--- src/rtl/pipelined_carry_select_adder_pkg.sv ---
// Shared ALU definitions for the pipelined carry-select adder/subtractor:
// default width, mode encoding and the width-independent stage-1 flag bundle.
package pipelined_carry_select_adder_pkg;

    localparam int ADDER_WIDTH = 32;

    typedef enum logic {
        ALU_ADD = 1'b0,
        ALU_SUB = 1'b1
    } alu_mode_e;

    // Single-bit part of the stage-1 register bundle; the sum fields are sized
    // by the adder instance and wrap this struct.
    typedef struct packed {
        logic lo_cout;
        logic hi_cout0;
        logic hi_cout1;
        logic a_msb;
        logic beff_msb;
    } s1_flags_t;

    // Subtraction computes A + ~B + ~borrow, so the borrow input is inverted.
    function automatic logic eff_cin(input alu_mode_e mode, input logic carry_in);
        return (mode == ALU_SUB) ? ~carry_in : carry_in;
    endfunction

endpackage

--- src/rtl/pipelined_carry_select_adder_csa_segment.sv ---
// One carry-select segment: a SEG-bit ripple adder evaluated for both
// possible carry-in values so the caller only has to pick a result.
module csa_segment #(
    parameter int SEG = 4
) (
    input  logic [SEG-1:0] a,
    input  logic [SEG-1:0] b,
    output logic [SEG-1:0] sum0,
    output logic           cout0,
    output logic [SEG-1:0] sum1,
    output logic           cout1
);

    logic c0;
    logic c1;

    // NOTE: blocking assignments are correct here; the carry variables are
    // combinational temporaries that must ripple within one evaluation.
    always_comb begin
        sum0 = '0;
        sum1 = '0;
        c0   = 1'b0;
        c1   = 1'b1;
        for (int i = 0; i < SEG; i++) begin
            sum0[i] = a[i] ^ b[i] ^ c0;
            c0      = (a[i] & b[i]) | (c0 & (a[i] ^ b[i]));
            sum1[i] = a[i] ^ b[i] ^ c1;
            c1      = (a[i] & b[i]) | (c1 & (a[i] ^ b[i]));
        end
        cout0 = c0;
        cout1 = c1;
    end

endmodule

--- src/rtl/pipelined_carry_select_adder.sv ---
// Two-stage pipelined carry-select adder/subtractor with valid/ready handshakes.
// Stage 1 resolves the low half and both upper-half candidates; stage 2 selects.
module pipelined_carry_select_adder
    import pipelined_carry_select_adder_pkg::*;
#(
    parameter int WIDTH = ADDER_WIDTH,
    parameter int SEG   = 4
) (
    input  logic             clock,
    input  logic             reset,
    input  logic             in_valid,
    output logic             in_ready,
    input  logic [WIDTH-1:0] in_A,
    input  logic [WIDTH-1:0] in_B,
    input  logic             carry_in,
    input  logic             sub,
    output logic             out_valid,
    input  logic             out_ready,
    output logic [WIDTH-1:0] out,
    output logic             carry_out,
    output logic             overflow,
    output logic             zero
);

    localparam int HALF = WIDTH / 2;
    localparam int NLO  = HALF / SEG;
    localparam int NSEG = 2 * NLO;

    if ((WIDTH % 2) != 0 || WIDTH < 4 || SEG < 1 || (HALF % SEG) != 0) begin : g_param_check
        $fatal(1, "pipelined_carry_select_adder: WIDTH must be even and >= 4, SEG must divide WIDTH/2");
    end

    typedef struct packed {
        logic [HALF-1:0] lo_sum;
        logic [HALF-1:0] hi_sum0;
        logic [HALF-1:0] hi_sum1;
        s1_flags_t       flags;
    } s1_bundle_t;

    alu_mode_e        mode;
    logic [WIDTH-1:0] b_eff;
    logic             cin_eff;

    assign mode = alu_mode_e'(sub);

    always_comb begin
        b_eff   = (mode == ALU_SUB) ? ~in_B : in_B;
        cin_eff = eff_cin(mode, carry_in);
    end

    logic [NSEG-1:0][SEG-1:0] seg_sum0;
    logic [NSEG-1:0][SEG-1:0] seg_sum1;
    logic [NSEG-1:0]          seg_cout0;
    logic [NSEG-1:0]          seg_cout1;

    for (genvar i = 0; i < NSEG; i++) begin : g_seg
        csa_segment #(
            .SEG (SEG)
        ) u_seg (
            .a     (in_A[i*SEG +: SEG]),
            .b     (b_eff[i*SEG +: SEG]),
            .sum0  (seg_sum0[i]),
            .cout0 (seg_cout0[i]),
            .sum1  (seg_sum1[i]),
            .cout1 (seg_cout1[i])
        );
    end

    // Low half chains on the real carry; the upper half is chained twice,
    // once per assumed carry into its first segment.
    logic [HALF-1:0] lo_sum;
    logic [HALF-1:0] hi_sum0;
    logic [HALF-1:0] hi_sum1;
    logic            c_lo;
    logic            c_h0;
    logic            c_h1;

    // NOTE: every variable gets a default at the top of the block so no path
    // leaves it unassigned, which is what would otherwise infer a latch.
    always_comb begin
        lo_sum  = '0;
        hi_sum0 = '0;
        hi_sum1 = '0;
        c_lo    = cin_eff;
        c_h0    = 1'b0;
        c_h1    = 1'b1;
        for (int i = 0; i < NLO; i++) begin
            lo_sum[i*SEG +: SEG]  = c_lo ? seg_sum1[i] : seg_sum0[i];
            c_lo                  = c_lo ? seg_cout1[i] : seg_cout0[i];
            hi_sum0[i*SEG +: SEG] = c_h0 ? seg_sum1[NLO+i] : seg_sum0[NLO+i];
            c_h0                  = c_h0 ? seg_cout1[NLO+i] : seg_cout0[NLO+i];
            hi_sum1[i*SEG +: SEG] = c_h1 ? seg_sum1[NLO+i] : seg_sum0[NLO+i];
            c_h1                  = c_h1 ? seg_cout1[NLO+i] : seg_cout0[NLO+i];
        end
    end

    logic       s1_valid_d, s1_valid_q;
    s1_bundle_t s1_d, s1_q;
    logic       s2_free;
    logic       accept;
    logic       advance;

    logic             out_valid_d, out_valid_q;
    logic [WIDTH-1:0] out_d, out_q;
    logic             carry_out_d, carry_out_q;
    logic             overflow_d, overflow_q;
    logic             zero_d, zero_q;

    always_comb begin
        s2_free  = !out_valid_q || out_ready;
        in_ready = !s1_valid_q || s2_free;
        accept   = in_valid && in_ready;
        advance  = s1_valid_q && s2_free;
    end

    always_comb begin
        s1_valid_d = s1_valid_q;
        s1_d       = s1_q;
        if (accept) begin
            s1_valid_d             = 1'b1;
            s1_d.lo_sum            = lo_sum;
            s1_d.hi_sum0           = hi_sum0;
            s1_d.hi_sum1           = hi_sum1;
            s1_d.flags.lo_cout     = c_lo;
            s1_d.flags.hi_cout0    = c_h0;
            s1_d.flags.hi_cout1    = c_h1;
            s1_d.flags.a_msb       = in_A[WIDTH-1];
            s1_d.flags.beff_msb    = b_eff[WIDTH-1];
        end else if (advance) begin
            s1_valid_d = 1'b0;
        end
    end

    // Stage 2 loads only on advance, so a stalled result and its flags hold.
    always_comb begin
        out_valid_d = advance || (out_valid_q && !out_ready);
        out_d       = out_q;
        carry_out_d = carry_out_q;
        overflow_d  = overflow_q;
        zero_d      = zero_q;
        if (advance) begin
            out_d       = {s1_q.flags.lo_cout ? s1_q.hi_sum1 : s1_q.hi_sum0, s1_q.lo_sum};
            carry_out_d = s1_q.flags.lo_cout ? s1_q.flags.hi_cout1 : s1_q.flags.hi_cout0;
            overflow_d  = (s1_q.flags.a_msb == s1_q.flags.beff_msb) &&
                          (out_d[WIDTH-1] != s1_q.flags.a_msb);
            zero_d      = ~|out_d;
        end
    end

    // NOTE: sequential state uses non-blocking assignments only. The data
    // registers are reset as well so every output reads 0 straight after reset.
    always_ff @(posedge clock) begin
        if (reset) begin
            s1_valid_q  <= 1'b0;
            s1_q        <= '0;
            out_valid_q <= 1'b0;
            out_q       <= '0;
            carry_out_q <= 1'b0;
            overflow_q  <= 1'b0;
            zero_q      <= 1'b0;
        end else begin
            s1_valid_q  <= s1_valid_d;
            s1_q        <= s1_d;
            out_valid_q <= out_valid_d;
            out_q       <= out_d;
            carry_out_q <= carry_out_d;
            overflow_q  <= overflow_d;
            zero_q      <= zero_d;
        end
    end

    assign out_valid = out_valid_q;
    assign out       = out_q;
    assign carry_out = carry_out_q;
    assign overflow  = overflow_q;
    assign zero      = zero_q;

endmodule

--- config.mk ---
export PLATFORM = sky130hd
export DESIGN_NAME = pipelined_carry_select_adder
export DESIGN_NICKNAME = d
export VERILOG_FILES = /design/src/rtl/pipelined_carry_select_adder_pkg.sv /design/src/rtl/pipelined_carry_select_adder_csa_segment.sv /design/src/rtl/pipelined_carry_select_adder.sv
export SDC_FILE = /design/constraint.sdc
export NUM_CORES = 1
export LEC_CHECK = 0
export ABC_AREA = 1
export BUFFER_PORTS_ARGS = -buffer_cell sky130_fd_sc_hd__buf_2
export CAP_MARGIN = 20
export CORE_MARGIN = 10
export CORE_UTILIZATION = 45
export CTS_CLUSTER_DIAMETER = 60
export DETAILED_ROUTE_END_ITERATION = 8
export HOLD_SLACK_MARGIN = 0.12
export PLACE_DENSITY = 0.75
export SETUP_SLACK_MARGIN = 0.02
export SLEW_MARGIN = 20
export SYNTH_ARGS = -nofsm -noshare
export SYNTH_HDL_FRONTEND = slang
export SYNTH_SLANG_ARGS = --single-unit
--- constraint.sdc ---
create_clock -name clock -period 7.55 [get_ports clock]
set_input_delay 0 -clock clock [delete_from_list [all_inputs] [get_ports clock]]
set_output_delay 0 -clock clock [all_outputs]
set_load 0.01 [all_outputs]
==> key figures <==
Timing
  • Final Critical Period: 5.86 ns
  • TNS Setup: 0 ns
  • FMAX: 0.171 GHz
  • Slew headroom: 45.2%
  • Final slew viol count: 0
  • Worst Tran Pin Value: 0.821 ns
  • Post-Route Skew: 0.00653 ns
  • Hold Vio Cnt, Final: 0
  • Final setup violation count: 0
  • RSZ-0062 raised after global routing: false
  • WHS: 0.128 ns
  • Fin crit share: 77.6%

Floorplanning
  • Die area: 0.0165 mm²
  • Die X: 128 µm
  • Rows: 39
  • I/O pin cnt: 107
  • CORE AREA: 0.0115 mm²
  • Die Ht: 128 µm
  • Starting Density: 46.1%

Synthesis
  • Mean area per synthesized cell: 7.84 µm²
  • Post-synthesis xor/xnor area fraction: 6.79%
  • Yosys cell types: 28
  • Synth Area in Adders: 17.4%
  • Flops & latches, synth: 90
  • Sequential-to-total area share from yosys stat: 34.1%
  • Synth warnings: 0
  • Yosys top cell area share: 34.1%
  • Post-Syn Instances: 674
  • Compound-Gate Fraction of Synth Area: 15.2%
  • Area of the mapped netlist: 0.00529 mm²
  • Simple-Gate Fraction of Synth Area: 16.0%
  • Synth area leaders: dfxtp_1, fa_1, nand2_1
  • Top cells by count, synth: nand2_1, inv_1, dfxtp_1
  • Leading area contributor after synthesis: dfxtp_1
  • Mapped Nets: 796
  • Multiplexer area fraction after synthesis: 0%
  • Dominant synthesized flop cell: dfxtp_1
  • Asr flop ratio synth: 0%
  • Number of flops mapped to enable cells by yosys: 0
  • Combinational family with the most area after synthesis: adder cells
  • Top-count cell post-synth: nand2_1

Power and ir drop
  • Clk network pwr share: 35.9%
  • Sequential Power Share: 38.5%
  • Power share of the combinational group: 25.5%
  • NetSw: 430 µW
  • Int Pwr: 995 µW
  • Switching share of total power: 30.2%
  • Pwr Density: 226 mW/mm²
  • Leakage: 0.00311 µW
  • VDD IR-drop max: 149 µV
  • Design Power: 1430 µW

GRT
  • Total grt overflow: 0
  • Largest net degree at the start of global routing: 55
  • Initial antenna violation count: 0
  • First-pass GRT wire length: 21.1 mm
  • Total GRT Usage: 15.2%
  • Vias in the first global route: 4650

Detailed routing
  • Initial DRC count: 326
  • Detailed-route vias per instance: 4.82
  • Drt first pass iters: 4
  • Remaining DRCs: 0
  • Routed wire length: 12.4 mm
  • Post-detailed-route wirelength per cell: 13.4 µm
  • Via count: 4445
  • Antenna Nets Post-Route: 0

CTS
  • H-tree Lvls: 3
  • CTS root buf: clkbuf_16
  • CTS Sinks: 90
  • CTS Buffer Depth: 2
  • Later-pin clock latency in the skew report: 0.34 ns
  • Post-CTS Setup Bufs: 0
  • CTS buffer count: 9
  • TritonCTS clock tree: yes
  • Clock Pin Slew Worst Setup and Hold Paths: 0.06 ns

Critical path
  • Arrival time worst endpoint: 6.09 ns
  • Startpoint Class: primary input
  • Cells along the critical path: dlygate4sd3_1 > buf_2 > inv_1 > fa_1 > fa_1 > fa_1 > a21oi_1 > fa_1 > inv_1 > fa_1 > fa_1 > nand2_1 > o21ai_0 > fa_1 > fa_1 > fa_1 > nor2_1 > a21oi_1 > fa_1 > fa_1 > inv_1 > fa_1 > o21ai_0 > nor2_1
  • Slowest cell on the critical path: dlygate4sd3_1
  • Kind of critical path: primary input to flip-flop
  • RR Startpoint: out_valid
  • Worst Path Required: 7.78 ns
  • Critical path peak fanout: 3
  • Most frequent CP cell: fa_1
  • CP peak stage delay: 0.52 ns
  • Critical path capture point type: flip-flop
  • Crit. Startpoint: in_A[1]

Hold path
  • Worst hold start: in_A[6]
  • Hold Path Class: primary input to flip-flop

Placement
  • # port buffers: 106
  • Gpl congestion: 0.781
  • Detailed placer's ending HPWL: 9.00 mm

Flow run
  • Max Cap Viol: 0

Finish
  • # diodes: 0
  • Final Util: 55.0%
  • Layout cells sized above 1: 17.7%
  • Area Growth Syn to Fin: 19.4%
  • Fin nets: 896

Status
  • Outcome: completed
[critical path: cells and delay by family]
| kind | cells | cell delay [ns] |
|---|---|---|
| buf+inv | 5 | 0.77 |
| fa+ha+maj | 12 | 4.60 |
| simple gates | 3 | 0.23 |
| compound gates | 4 | 0.49 |
[cell usage in the layout, fill, tap and decap left out]
cell           count
nand2_1          117
buf_2            106
inv_1             91
dfxtp_1           90
nor2_1            81
a21oi_1           65
o21ai_0           57
fa_1              36
xnor2_1           31
nand3_1           16
ha_1              16
dlygate4sd3_1     13
xor2_1            10
o211ai_1           9
clkbuf_16          9
inv_2              5
a211oi_1           5
buf_4              4
bufinv_16          3
o21ai_4            2
o21ai_2            2
clkinv_4           2
nand3_2            1
a21oi_4            1
inv_4              1
o211a_1            1
nand2_4            1
a31oi_1            1
o21ai_1            1
clkinvlp_4         1
clkbuf_1           1
[kinds of logic (layout without fill, tap and decap cells)]
logic type,Yosys count,in the layout
XOR/XNOR,41,41
AO/OA/AOI/OAI,144,144
flip-flops,90,90
buffers and inverters,131,236
adder cells (fa/ha/maj),52,52
AND/OR/NAND/NOR,216,216
[state kept, by name, summed over array words and instances, names as in the netlist]
register	count
zero	1
s1_q	53
out	32
s1_valid_q	1
out_valid	1
overflow	1
carry_out	1
[power by group through the flow]
| stage | Sequential (µW) | Clock (µW) | Combinational (µW) |
|---|---|---|---|
| 5_1_grt | 556 | 541 | 423 |
| 2_1_floorplan | 557 | 0 | 266 |
| 4_1_cts | 549 | 521 | 369 |
| 3_3_place_gp | 558 | 0 | 355 |
| 3_5_place_dp | 559 | 0 | 361 |
| 6_report | 549 | 512 | 364 |
[stage by stage]
stage	cells	area (µm²)	setup slack, ns
2_1_floorplan	674	5290	1.39
3_3_place_gp	893	5840	1.39
3_5_place_dp	893	5840	1.33
4_1_cts	922	6310	1.67
5_1_grt	922	6310	1.39
6_report	922	6310	1.69
[cell type report]
type	count	area (µm²)
Inverter	97	367
Tap cell	143	179
Clock buffer	10	229
Multi-Input combinational cell	453	2930
Clock inverter	6	115
Timing Repair Buffer	123	691
Fill cell	1064	5160
Sequential cell	90	1800
[metal layers]
layer | routed length (µm) | share of wire, % | GRT usage (%)
met4 | 159 | 1.3 | 4.77
met3 | 661 | 5.3 | 3.90
met2 | 6040 | 49 | 25.8
met1 | 5530 | 45 | 18.5
met5 | 0 | 0 | 0
[timing repair]
action / in CTS / in global routing
hold buffers: 13 / 0
endpoints found under the hold margin: 15 / 0
resized for setup: 0 / 0
[path summary, 6_finish.rpt]
check | slack, ns | to | depth (start not counted)
min reg2reg | 0.47 | out[21] | 2
min | 0.13 | s1_q[43] | 4
max reg2reg | 5.49 | s1_q[30] | 7
max | 1.69 | s1_q[52] | 24
Power figures use the tool's default switching activity.
